`src/rtl/qnigma_math_chacha_pkg.sv`:
```
// ChaCha permutation shared types, index tables and rotate helper.
// Feed-forward add is enabled by defining QNIGMA_CHACHA_FEEDFWD_EN.
package qnigma_math_chacha_pkg;

  typedef logic [15:0][31:0] chacha_state_t;

  typedef enum logic [2:0] {
    QR_A0,
    QR_D0,
    QR_C0,
    QR_B0,
    QR_A1,
    QR_D1,
    QR_C1,
    QR_B1
  } qr_step_t;

  // Slot encoding of the written word within a quarter round
  localparam logic [1:0] SLOT_A = 2'd0;
  localparam logic [1:0] SLOT_B = 2'd1;
  localparam logic [1:0] SLOT_C = 2'd2;
  localparam logic [1:0] SLOT_D = 2'd3;

  // [qr][slot] -> state word index
  typedef logic [3:0][3:0][3:0] idx_tab_t;

  localparam idx_tab_t COL_IDX =
    64'hFB73_EA62_D951_C840;
  localparam idx_tab_t DIAG_IDX =
    64'hE943_D872_CB61_FA50;

  localparam logic [4:0] ROT_16 = 5'd16;
  localparam logic [4:0] ROT_12 = 5'd12;
  localparam logic [4:0] ROT_8  = 5'd8;
  localparam logic [4:0] ROT_7  = 5'd7;

  // "expand 32-byte k"
  localparam logic [3:0][31:0] SIGMA = {
    32'h6b206574,
    32'h79622d32,
    32'h3320646e,
    32'h61707865
  };

  function automatic logic [31:0] rotl(
    input logic [31:0] x,
    input logic [4:0]  n
  );
    return (x << n) | (x >> (6'd32 - {1'b0, n}));
  endfunction

endpackage

```
`src/rtl/qnigma_math_chacha_if.sv`:
```
// Start/result handshake bundle for the ChaCha permutation core.
// Feed-forward option: QNIGMA_CHACHA_FEEDFWD_EN (core only).
interface qnigma_math_chacha_if;
  import qnigma_math_chacha_pkg::*;

  logic          start;
  chacha_state_t state_i;
  logic          busy;
  logic          done;
  chacha_state_t state_o;

  modport master (
    output start,
    output state_i,
    input  busy,
    input  done,
    input  state_o
  );

  modport slave (
    input  start,
    input  state_i,
    output busy,
    output done,
    output state_o
  );

endinterface

```
`src/rtl/qnigma_math_chacha_qr_step.sv`:
```
// One ChaCha quarter-round step: picks the word to write and its slot.
// Purely combinational; used once per lane.
module qnigma_math_chacha_qr_step
  import qnigma_math_chacha_pkg::*;
(
  input  qr_step_t    step,
  input  logic [31:0] a,
  input  logic [31:0] b,
  input  logic [31:0] c,
  input  logic [31:0] d,
  output logic [31:0] word,
  output logic [1:0]  slot
);

  always_comb begin
    word = a + b;
    slot = SLOT_A;
    case (step)
      QR_A0, QR_A1: begin
        word = a + b;
        slot = SLOT_A;
      end
      QR_D0: begin
        word = rotl(d ^ a, ROT_16);
        slot = SLOT_D;
      end
      QR_C0, QR_C1: begin
        word = c + d;
        slot = SLOT_C;
      end
      QR_B0: begin
        word = rotl(b ^ c, ROT_12);
        slot = SLOT_B;
      end
      QR_D1: begin
        word = rotl(d ^ a, ROT_8);
        slot = SLOT_D;
      end
      QR_B1: begin
        word = rotl(b ^ c, ROT_7);
        slot = SLOT_B;
      end
      default: begin
        word = a + b;
        slot = SLOT_A;
      end
    endcase
  end

endmodule

```
`src/rtl/qnigma_math_chacha_core.sv`:
```
// ChaCha block permutation: ROUNDS rounds over LANES parallel QR lanes.
// QNIGMA_CHACHA_FEEDFWD_EN adds the input state back in the FF cycle.
module qnigma_math_chacha_core
  import qnigma_math_chacha_pkg::*;
#(
  parameter int ROUNDS = 20,
  parameter int LANES  = 1
) (
  input logic                 clk,
  input logic                 rst,
  qnigma_math_chacha_if.slave bus
);

  localparam int PASSES = 4 / LANES;
  localparam int PW = (PASSES > 1) ? $clog2(PASSES) : 1;
  localparam int DBLS = ROUNDS / 2;
  localparam int DW = (DBLS > 1) ? $clog2(DBLS) : 1;

  typedef enum logic [1:0] {
    S_IDLE,
    S_ROUND,
    S_FF
  } fsm_t;

  fsm_t          st_q;
  fsm_t          st_d;
  chacha_state_t work_q;
  chacha_state_t out_q;
`ifdef QNIGMA_CHACHA_FEEDFWD_EN
  chacha_state_t in_q;
`endif
  logic          busy_q;
  logic          done_q;
  logic [2:0]    step_q;
  logic [PW-1:0] pass_q;
  logic          half_q;
  logic [DW-1:0] dbl_q;
  logic          pass_last;
  logic          last_step;

  logic [31:0]   lane_word [LANES];
  logic [3:0]    lane_tgt  [LANES];

  assign pass_last = pass_q == PW'(PASSES - 1);
  assign last_step = (step_q == 3'd7) && pass_last
                  && half_q && (dbl_q == DW'(DBLS - 1));

  for (genvar l = 0; l < LANES; l++) begin : g_lane
    logic [1:0]       q;
    logic [3:0][3:0]  idx;
    logic [1:0]       slot;

    assign q = 2'(32'(pass_q) * LANES + l);
    assign idx = half_q ? DIAG_IDX[q] : COL_IDX[q];

    qnigma_math_chacha_qr_step u_step (
      .step (qr_step_t'(step_q)),
      .a    (work_q[idx[0]]),
      .b    (work_q[idx[1]]),
      .c    (work_q[idx[2]]),
      .d    (work_q[idx[3]]),
      .word (lane_word[l]),
      .slot (slot)
    );

    assign lane_tgt[l] = idx[slot];
  end

  always_comb begin
    st_d = st_q;
    case (st_q)
      S_IDLE:  if (bus.start) st_d = S_ROUND;
      S_ROUND: if (last_step) st_d = S_FF;
      S_FF:    st_d = S_IDLE;
      default: st_d = S_IDLE;
    endcase
  end

  always_ff @(posedge clk) begin
    if (rst) begin
      st_q   <= S_IDLE;
      work_q <= '0;
      out_q  <= '0;
`ifdef QNIGMA_CHACHA_FEEDFWD_EN
      in_q   <= '0;
`endif
      busy_q <= 1'b0;
      done_q <= 1'b0;
      step_q <= '0;
      pass_q <= '0;
      half_q <= 1'b0;
      dbl_q  <= '0;
    end else begin
      st_q   <= st_d;
      done_q <= 1'b0;
      case (st_q)
        S_IDLE: begin
          if (bus.start) begin
            work_q <= bus.state_i;
`ifdef QNIGMA_CHACHA_FEEDFWD_EN
            in_q   <= bus.state_i;
`endif
            busy_q <= 1'b1;
            step_q <= '0;
            pass_q <= '0;
            half_q <= 1'b0;
            dbl_q  <= '0;
          end
        end
        S_ROUND: begin
          // lanes of one pass always target disjoint words
          for (int i = 0; i < LANES; i++)
            work_q[lane_tgt[i]] <= lane_word[i];
          step_q <= step_q + 3'd1;
          if (step_q == 3'd7) begin
            if (pass_last) begin
              pass_q <= '0;
              half_q <= ~half_q;
              if (half_q) dbl_q <= dbl_q + 1'b1;
            end else begin
              pass_q <= pass_q + 1'b1;
            end
          end
        end
        S_FF: begin
`ifdef QNIGMA_CHACHA_FEEDFWD_EN
          for (int w = 0; w < 16; w++)
            out_q[w] <= work_q[w] + in_q[w];
`else
          out_q <= work_q;
`endif
          done_q <= 1'b1;
          busy_q <= 1'b0;
        end
        default: ;
      endcase
    end
  end

  assign bus.busy    = busy_q;
  assign bus.done    = done_q;
  assign bus.state_o = out_q;

endmodule

```
`src/flat_wrapper.sv`:
```
// flat-port wrapper written by rule: the top's interface ports become plain ports
module qnigma_math_chacha_core_flat import qnigma_math_chacha_pkg::*;
#(
  parameter int ROUNDS = 20,
  parameter int LANES  = 1
)
  (clk, rst, bus_start, bus_state_i, bus_busy, bus_done, bus_state_o);
  qnigma_math_chacha_if bus_i ();
  input logic clk;
  input logic rst;
  input wire logic [$bits(bus_i.start)-1:0] bus_start;
  input wire logic [$bits(bus_i.state_i)-1:0] bus_state_i;
  output wire logic [$bits(bus_i.busy)-1:0] bus_busy;
  output wire logic [$bits(bus_i.done)-1:0] bus_done;
  output wire logic [$bits(bus_i.state_o)-1:0] bus_state_o;
  assign bus_i.start = bus_start;
  assign bus_i.state_i = bus_state_i;
  assign bus_busy = bus_i.busy;
  assign bus_done = bus_i.done;
  assign bus_state_o = bus_i.state_o;
  qnigma_math_chacha_core #(.ROUNDS(ROUNDS), .LANES(LANES)) u_core (.clk(clk), .rst(rst), .bus(bus_i));
endmodule
```
`config.mk`:
```
export PLATFORM = sky130hd
export DESIGN_NAME = qnigma_math_chacha_core_flat
export DESIGN_NICKNAME = d
export VERILOG_FILES = /design/src/rtl/qnigma_math_chacha_pkg.sv /design/src/rtl/qnigma_math_chacha_if.sv /design/src/rtl/qnigma_math_chacha_qr_step.sv /design/src/rtl/qnigma_math_chacha_core.sv /design/src/flat_wrapper.sv
export SDC_FILE = /design/constraint.sdc
export NUM_CORES = 2
export LEC_CHECK = 0
export BUFFER_PORTS_ARGS = -buffer_cell sky130_fd_sc_hd__buf_2
export CORE_AREA = 3 3 404 406
export CTS_BUF_LIST = sky130_fd_sc_hd__clkbuf_4
export DETAILED_ROUTE_END_ITERATION = 7
export DIE_AREA = 0 0 407 409
export PLACE_DENSITY_LB_ADDON = 0.3
export SLEW_MARGIN = 20
export SYNTH_ARGS = -nofsm -noshare
export SYNTH_HDL_FRONTEND = slang
export SYNTH_SLANG_ARGS = --single-unit
```
`constraint.sdc`:
```
create_clock -name clk -period 8 [get_ports clk]
set_input_delay 0.4 -clock clk [delete_from_list [all_inputs] [get_ports clk]]
set_output_delay 0.4 -clock clk [all_outputs]
set_load 0.1 [all_outputs]
```
==> run metrics <==
status complete, no violations; max-slew violation count 0; Worst R2R Setup Slack just over 1000 ps; max-slew headroom at the worst pin ~12%; top metal layer carrying routed signals met5; Total GRT Usage a little over a third; Post-synth top cells dfxtp_1, a21oi_1, a22o_1; per-cell routed wire length about 32 µm; Synth warnings 0; reg-to-reg startpoint u_core.half_q; arrival time worst endpoint 8220 ps; Reg-to-Reg End u_core.work_q[86]; met2 wire len ~130 mm; layout cells sized above 1 25.5%; placed wire-length estimate 217 mm; WHS Endpoint u_core.work_q[247]; Synth-to-Final Area Change 44.8%; ys async rst share 0%; full die area around 0.17 mm²; GR Overflow Total 0; DR WL met3 approximately 28 mm; Hold Path Cell Cnt 6; Metal-1 WL 121 mm; CTS Buffer Depth 4; sequential area share after synthesis about 43%; hold path start bus_state_i[247]; Post-Route WL 303 mm; # DRC 0; CTS H-tree lvls 5; Mapped Area around 0.048 mm²; final hold slack 95.6 ps; Rows 147; crit path kind reg -> reg; post-synthesis net count 5761; pwr/cell area ~210 mW/mm²; Slew @ Worst Pin between 1000 and 1500 ps; Initial Utilization between 20 and 30%; Crit Path Max Fanout 21; Seq cells post-synth roughly 1000; Skew-Pair Late Insertion Delay approximately 1500 ps; worst min path class in -> reg; final worst slack 1030 ps; final net count about 7800; Register Area ~0.021 mm²; non-filler cells, final around 9600; Startpoint Class flop; global-route wire length before repair 415 mm; largest area contributor in the netlist dfxtp_1; largest net degree at the start of global routing approximately 190; core area roughly 0.16 mm²; Final Skew between 150 and 200 ps; drt via density 5.82; Die Width a little over 400 µm; fin crit period roughly 7000 ps; Port Buf Inserts just over 1000; Clock Root Buffer clkbuf_4; final setup vio count 0; vias about 56000; RSZ-0062 raised after global routing false; area share of the largest cell type after synthesis a little over two fifths; f_max roughly 0.14 GHz; Synth area leaders dfxtp_1, a22o_1, a21oi_1; Reg clk slew, reported paths approximately 60 ps; DR iter-0 viols between 7000 and 8000; setup bufs post-CTS 0; ys flop type dfxtp_1; post-synth cell types between 100 and 150; Setup Slack @ Placement 1700 ps; Initial DRT Pass Iterations 8; most common cell in the netlist dfxtp_1; die height slightly above 400 µm; post-synthesis instance total a little over 5000; TritonCTS clock tree yes; period utilisation layout 87.1%; CP Capture Type flop; cts bufs inserted about 310; vias in the first global route 54100; Top Ports 1029; Routed Antenna Nets 0; Placed Cells around 8000; GP Congestion 0.988; setup TNS 0 ps; initial antenna violation count 42; EDFF count, synth 0; FF-to-FF path depth 16; LEAKAGE between 20 and 30 nW; syn_area_per_cell about 9.2 µm²; Max-cap violations 0; # fillers between 15000 and 20000; clock net sink count around 1000; VDD IR max between 0.15 and 0.2 mV; Worst Path Required ~9300 ps; Final Hold Vio Count 0; multi-input logic area around 0.025 mm²
## worst max-delay path by stage
stage / cells past startpoint / start / to
after floorplan: 20 / u_core.pass_q[0] / u_core.work_q[187]
after global placement: 17 / u_core.half_q / u_core.work_q[508]
after detailed placement: 15 / u_core.half_q / u_core.work_q[187]
after CTS: 17 / u_core.half_q / u_core.work_q[86]
after global routing: 17 / u_core.half_q / u_core.work_q[86]
final: 16 / u_core.half_q / u_core.work_q[86]
## worst max-delay path, stage by stage (launching register included)
cell           delay [ps]
dfxtp_2               590
buf_4                 400
mux2i_4               710
buf_4                 310
mux2i_1               540
mux2i_1               170
ha_1                  400
a21oi_1               370
a21boi_0              180
or3_1                 390
a31oi_1               320
o41ai_2               200
xor2_1                330
o32a_2                960
nor2_1                110
nor4_1                260
dlygate4sd3_1         580
## repair_timing
action | in CTS | in global routing
hold buffers | 1067 | 0
hold endpoints to repair | 530 | 0
gates resized for setup | 0 | 0
## cell usage in the layout, fill, tap and decap left out, drive strengths merged, types with 77 or more instances in the layout
cell / n
mux4: 111
buf: 1159
dlygate4sd3: 1067
o21ai: 146
dfxtp: 1038
a21oi: 797
nor2: 514
or3: 178
nand2: 305
a22o: 515
nor4: 109
clkbuf: 442
nor3: 77
## per-layer routing
layer	up-vias	global-route usage, %
li1	23600	-
met1	27400	44.5
met2	3966	53.3
met3	941	7.82
met4	6	21.8
met5	-	0
## metrics by stage
stage	total power, mW	utilization [%]	area, µm²
3_5_place_dp	9.05	34.2	54800
4_1_cts	14.5	43.2	69100
3_3_place_gp	9.04	34.1	54700
2_1_floorplan	7.22	-	47800
5_1_grt	15.0	43.2	69200
6_report	14.6	43.2	69300
## registers in the layout (all words and copies together), names as in the netlist
name and flops:
u_core.st_q 2, u_core.bus.done 1, u_core.half_q 1, u_core.pass_q 2, u_core.dbl_q 4, u_core.bus.busy 1, u_core.step_q 3, u_core.bus.state_o 512
u_core.work_q 512
## cells by family after synthesis
logic type                 synth area share [%]
DFF                                        43.4
buffers and inverters                      5.01
AOI/OAI and AO/OA                          27.0
xor gates and xnor gates                   2.36
adders and majority gates                  1.91
and+or+nand+nor                            13.2
muxes                                      7.02
## power breakdown
group	internal, mW	total, mW	switching [mW]
Combinational	1.24	3.75	2.51
Clock	2.64	5.09	2.45
Sequential	5.40	5.78	0.379
## final cells by class
type,instances,area share [%]
well taps,2160,3.90
flip-flops and latches,1038,30.0
repair buffers,2226,24.6
multi-input cells,3608,35.9
inverters,28,0.152
clock inverters,60,0.502
clock buffers,442,4.79
diodes,42,0.152
Note: power is estimated with default switching activity, not from simulation.
